--- config.mk ---
export PLATFORM = sky130hd
export DESIGN_NAME = rc4_stream_xor
export DESIGN_NICKNAME = d
export VERILOG_FILES = /design/src/rtl/rc4_stream_xor.sv
export SDC_FILE = /design/constraint.sdc
export NUM_CORES = 1
export LEC_CHECK = 0
export CAP_MARGIN = 15
export CORE_MARGIN = 1.5
export CORE_UTILIZATION = 35
export DETAILED_ROUTE_END_ITERATION = 7
export DONT_BUFFER_PORTS = 1
export PLACE_DENSITY = 0.47
export SYNTH_ARGS = -nofsm -noshare
export SYNTH_HDL_FRONTEND = slang
export SYNTH_SLANG_ARGS = --single-unit
--- constraint.sdc ---
create_clock -name clk -period 5.61 [get_ports clk]
set_clock_uncertainty 0.1 [all_clocks]
set_input_delay 1.4025 -clock clk [delete_from_list [all_inputs] [get_ports clk]]
set_output_delay 1.4025 -clock clk [all_outputs]
set_load 0.03 [all_outputs]
--- src/rtl/rc4_stream_xor.sv ---
// Consumer side of an RC4 keystream: buffers keystream bytes, optionally discards the
// first DROP_N of each frame, then XORs one keystream byte onto each payload byte.
module rc4_stream_xor #(
    parameter int DEPTH  = 16,
    parameter int DROP_N = 0
) (
    input  logic        clk,
    input  logic        rst_n,
    input  logic        start,
    input  logic        abort,
    input  logic        ks_valid,
    output logic        ks_ready,
    input  logic [7:0]  ks_data,
    input  logic        din_valid,
    output logic        din_ready,
    input  logic [7:0]  din_data,
    input  logic        din_last,
    output logic        dout_valid,
    input  logic        dout_ready,
    output logic [7:0]  dout_data,
    output logic        dout_last,
    output logic        busy,
    output logic        done,
    output logic [15:0] byte_cnt
);
    localparam int AW = $clog2(DEPTH);

    typedef enum logic [1:0] {IDLE, DROP, RUN, FLUSH} state_t;

    state_t      state;
    logic [7:0]  mem [DEPTH];
    logic [AW:0] wr_ptr;
    logic [AW:0] rd_ptr;
    logic [9:0]  drop_cnt;

    logic       fifo_empty;
    logic       fifo_full;
    logic       ks_hs;
    logic       push;
    logic       din_hs;
    logic       dout_hs;
    logic [7:0] fifo_head;

    // Extra wrap bit on each pointer distinguishes full from empty.
    assign fifo_empty = (wr_ptr == rd_ptr);
    assign fifo_full  = (wr_ptr[AW] != rd_ptr[AW]) &&
                        (wr_ptr[AW-1:0] == rd_ptr[AW-1:0]);
    assign fifo_head  = mem[rd_ptr[AW-1:0]];

    assign ks_ready  = (state == DROP) || ((state == RUN) && !fifo_full);
    assign din_ready = (state == RUN) && !fifo_empty && (!dout_valid || dout_ready);
    assign busy      = (state != IDLE);

    assign ks_hs   = ks_valid && ks_ready;
    assign push    = ks_hs && (state == RUN);
    assign din_hs  = din_valid && din_ready;
    assign dout_hs = dout_valid && dout_ready;

    always_ff @(posedge clk) begin
        if (push) begin
            mem[wr_ptr[AW-1:0]] <= ks_data;
        end
    end

    always_ff @(posedge clk or negedge rst_n) begin
        if (!rst_n) begin
            state      <= IDLE;
            wr_ptr     <= '0;
            rd_ptr     <= '0;
            drop_cnt   <= '0;
            dout_valid <= 1'b0;
            dout_data  <= 8'h00;
            dout_last  <= 1'b0;
            done       <= 1'b0;
            byte_cnt   <= 16'h0000;
        end else begin
            done <= 1'b0;

            if (push) begin
                wr_ptr <= wr_ptr + 1'b1;
            end
            if (din_hs) begin
                rd_ptr <= rd_ptr + 1'b1;
            end

            // A new byte replaces the held one; otherwise a handshake empties the slot.
            if (din_hs) begin
                dout_data  <= din_data ^ fifo_head;
                dout_last  <= din_last;
                dout_valid <= 1'b1;
                byte_cnt   <= byte_cnt + 16'd1;
            end else if (dout_hs) begin
                dout_valid <= 1'b0;
            end

            case (state)
                IDLE: begin
                    if (start) begin
                        byte_cnt <= 16'h0000;
                        drop_cnt <= '0;
                        state    <= (DROP_N > 0) ? DROP : RUN;
                    end
                end
                DROP: begin
                    if (ks_hs) begin
                        drop_cnt <= drop_cnt + 10'd1;
                        if (11'(drop_cnt) + 11'd1 == 11'(DROP_N)) begin
                            state <= RUN;
                        end
                    end
                end
                RUN: begin
                    if (din_hs && din_last) begin
                        state <= FLUSH;
                    end
                end
                FLUSH: begin
                    if (dout_hs) begin
                        state  <= IDLE;
                        done   <= 1'b1;
                        wr_ptr <= '0;
                        rd_ptr <= '0;
                    end
                end
                default: state <= IDLE;
            endcase

            // Abort overrides everything above, including a completing flush.
            if (abort && (state != IDLE)) begin
                state      <= IDLE;
                wr_ptr     <= '0;
                rd_ptr     <= '0;
                dout_valid <= 1'b0;
                done       <= 1'b0;
            end
        end
    end
endmodule

==> out/results.ini <==
[setup_path]
critical_path_class=register to output pin
required_ps=4110
cp_max_fo=36
crit_family=buffers and inverters
regToRegSetupSlack_ps=2550
path_buf_inv=2
crit_top_cell=buf_4
crit_slowest_cell=buf_4
arrival_ps=2410
max_stage_delay_ps=460
path_cells=buf_4, xor2_1, nor4_4, buf_4, a21boi_0, a21o_1
crit_path_start_kind=register
end_kind=output pin

[die]
die_h_um=150
row_count=53
start_util_pct=35.8
fp.dieW_um=150
core_mm2=0.0210
ios=54
die-area_mm2=0.0224

[clock_network]
hold_buffers=0
cts_tree=yes
cts_inserted_buffers=17
cts.path.max_buffers=2
root_buffer=clkbuf_16
post_cts_buffers=0
cts-resized-gates=0
path_clk_slew_ps=70
cts.sinks=177
htreeDepth=4
clk_latency_ps=420

[logic_synthesis]
ys_types=49
yosys_most_used_dff=edfxtp_1
yosysSeqAreaShare_pct=67.4
yosys_warnings=0
synthesis.area_mm2=0.00752
synth_seq_cells=177
synth_area_per_cell_um2=15.2
syn-num-nets=525
synth_edf_count=128
synthCells=494
synthArstFlopShare_pct=27.7

[drt]
drt_wl_total_um=15800
drc=0
antenna_left=0
post_drt_wl_per_cell_um=20.0
drtPass1Iterations=4
vias_per_cell=5.21
via_count=4112
drt_iter0_markers=185

[cells_and_area]
diodes=0
nFillCells=1914
syn_to_final_growth_pct=11.7
drive_gt1_share_pct=15.4
utilization_pct=40.0
nets=532

[pwr]
switching_share_pct=32.6
p_int_uw=2410
cellLeakagePower_uw=0.00285
vdd_ir_drop_max_uv=182
p_seq_share_pct=45.8
p_per_area_mw_per_mm2=426
combPwrFrac_pct=22.6
p_clk_share_pct=31.6
p_sw_uw=1170

[global_routing]
grt-ovfl-total=0
grt_pass1_vias=4194
grt_antenna_before_repair=1
grt_usage_pct=15.3
grt_pass1_wl_um=24900
grt_max_degree=50

[sta]
hold_viol_final=0
slew_headroom_pct=34.5
setup_violations=0
period_needed_ps=3910
fmax_mhz=256
whs_ps=406
rsz0062_at_grt=false
min_period_over_period_pct=69.7
final_max_slew_viol_count=0
worst_pin_slew_ps=979
tns_ps=0

[flow_run]
drv_cap=0

[min_path]
hold_path_class=register to register

[outcome]
status=completed

[placed_design]
port-buffer-count=0
gp_congestion=0.698
hpwlAfterDp_um=9940

routing by layer:
layer	wire length [um]	global-route usage (%)
met5	0	0
met1	7430	20.8
met2	7360	23.7
met3	832	4.51
met4	142	4.31
sequential cells by signal, summed over array words and instances, names as in the netlist:
name / flops
mem: 128
byte_cnt: 16
drop_cnt: 10
dout_data: 8
rd_ptr: 5
wr_ptr: 5
state: 2
done: 1
dout_last: 1
dout_valid: 1
worst register-to-register path, cell delays in order (launching register included):
cell     delay [ps]
dfrtp_1         320
buf_4           460
xor2_1          290
nor4_4           70
buf_4           210
a21oi_2         290
nand2_1         180
nor2_1          770
cell type report:
cell class / count / area, um2 / share of cell area [%]
repair buffers: 9 / 67.6 / 0.804
inverters: 14 / 52.6 / 0.626
clock buffers: 17 / 425 / 5.06
multi-input cells: 282 / 2300 / 27.4
clock inverters: 15 / 138 / 1.64
well taps: 275 / 344 / 4.10
flip-flops and latches: 177 / 5070 / 60.4
power groups by stage:
stage | sequential, uW | clock (uW) | combinational, uW
global route | 1650 | 1220 | 893
global placement | 1670 | 0 | 811
CTS | 1640 | 1160 | 820
detailed placement | 1670 | 0 | 817
floorplan | 1650 | 0 | 639
finish | 1640 | 1130 | 808
through the flow:
stage | std cells | total power (uW) | worst slack (ps) | cell area [um2]
5_1_grt | 789 | 3760 | 1540 | 8400
2_1_floorplan | 494 | 2290 | 1980 | 7520
4_1_cts | 789 | 3630 | 1640 | 8400
6_report | 789 | 3580 | 1700 | 8400
3_5_place_dp | 757 | 2490 | 1850 | 7840
3_3_place_gp | 757 | 2480 | 1840 | 7840
path summary, 6_finish.rpt:
kind                       cells after the start           end        start
min                                            1   drop_cnt[9]  drop_cnt[9]
max in group asynchronous                      0     rd_ptr[0]        rst_n
max reg2reg                                    7     mem[4][7]    rd_ptr[1]
max                                            6      ks_ready    rd_ptr[1]
min in group asynchronous                      0  dout_data[4]        rst_n
min reg2reg                                    1   drop_cnt[9]  drop_cnt[9]
cell families (layout without fill, tap and decap cells):
| logic type | count (synthesis) | in the layout | synth area share (%) |
|---|---|---|---|
| buffers and inverters | 35 | 55 | 2.18 |
| XOR/XNOR | 29 | 29 | 3.38 |
| AND/OR/NAND/NOR | 130 | 130 | 8.35 |
| AO/OA/AOI/OAI | 77 | 77 | 7.02 |
| adder cells (fa/ha/maj) | 7 | 7 | 1.16 |
| multiplexers | 39 | 39 | 10.5 |
| flip-flops | 177 | 177 | 67.4 |
cell usage after synthesis, types with 3 or more instances:
cell | n | area share [%]
edfxtp_1 | 128 | 51
dfrtp_1 | 49 | 16
nand2_1 | 45 | 2.2
nor2_1 | 38 | 1.9
mux4_2 | 32 | 9.6
xnor2_1 | 23 | 2.7
o21ai_0 | 21 | 1.4
a22oi_1 | 16 | 1.6
inv_1 | 14 | 0.70
nand3_1 | 11 | 0.73
buf_2 | 8 | 0.53
a21oi_1 | 7 | 0.47
ha_1 | 7 | 1.2
mux2i_1 | 7 | 0.93
nand4_1 | 6 | 0.50
nor3_1 | 6 | 0.40
xor2_1 | 6 | 0.70
a2111oi_0 | 5 | 0.58
a211oi_1 | 5 | 0.50
a31oi_1 | 4 | 0.33
and2_1 | 4 | 0.33
buf_1 | 4 | 0.20
buf_4 | 4 | 0.40
clkbuf_1 | 4 | 0.20
nor2b_1 | 4 | 0.33
a21o_1 | 3 | 0.30
nand2b_1 | 3 | 0.25
o31ai_1 | 3 | 0.30
or3_1 | 3 | 0.25
placed cells by master, fill, tap and decap left out, drive strengths merged, types with 9 or more instances in the layout:
cell type	Yosys	routed
nand3	11	11
o21ai	21	21
clkbuf	4	17
dfrtp	49	49
nor2	38	38
a21oi	9	9
nand2	45	45
buf	17	9
inv	14	23
a22oi	16	16
edfxtp	128	128
xnor2	23	23
mux4	32	32
(Power assumes the default switching activity.)
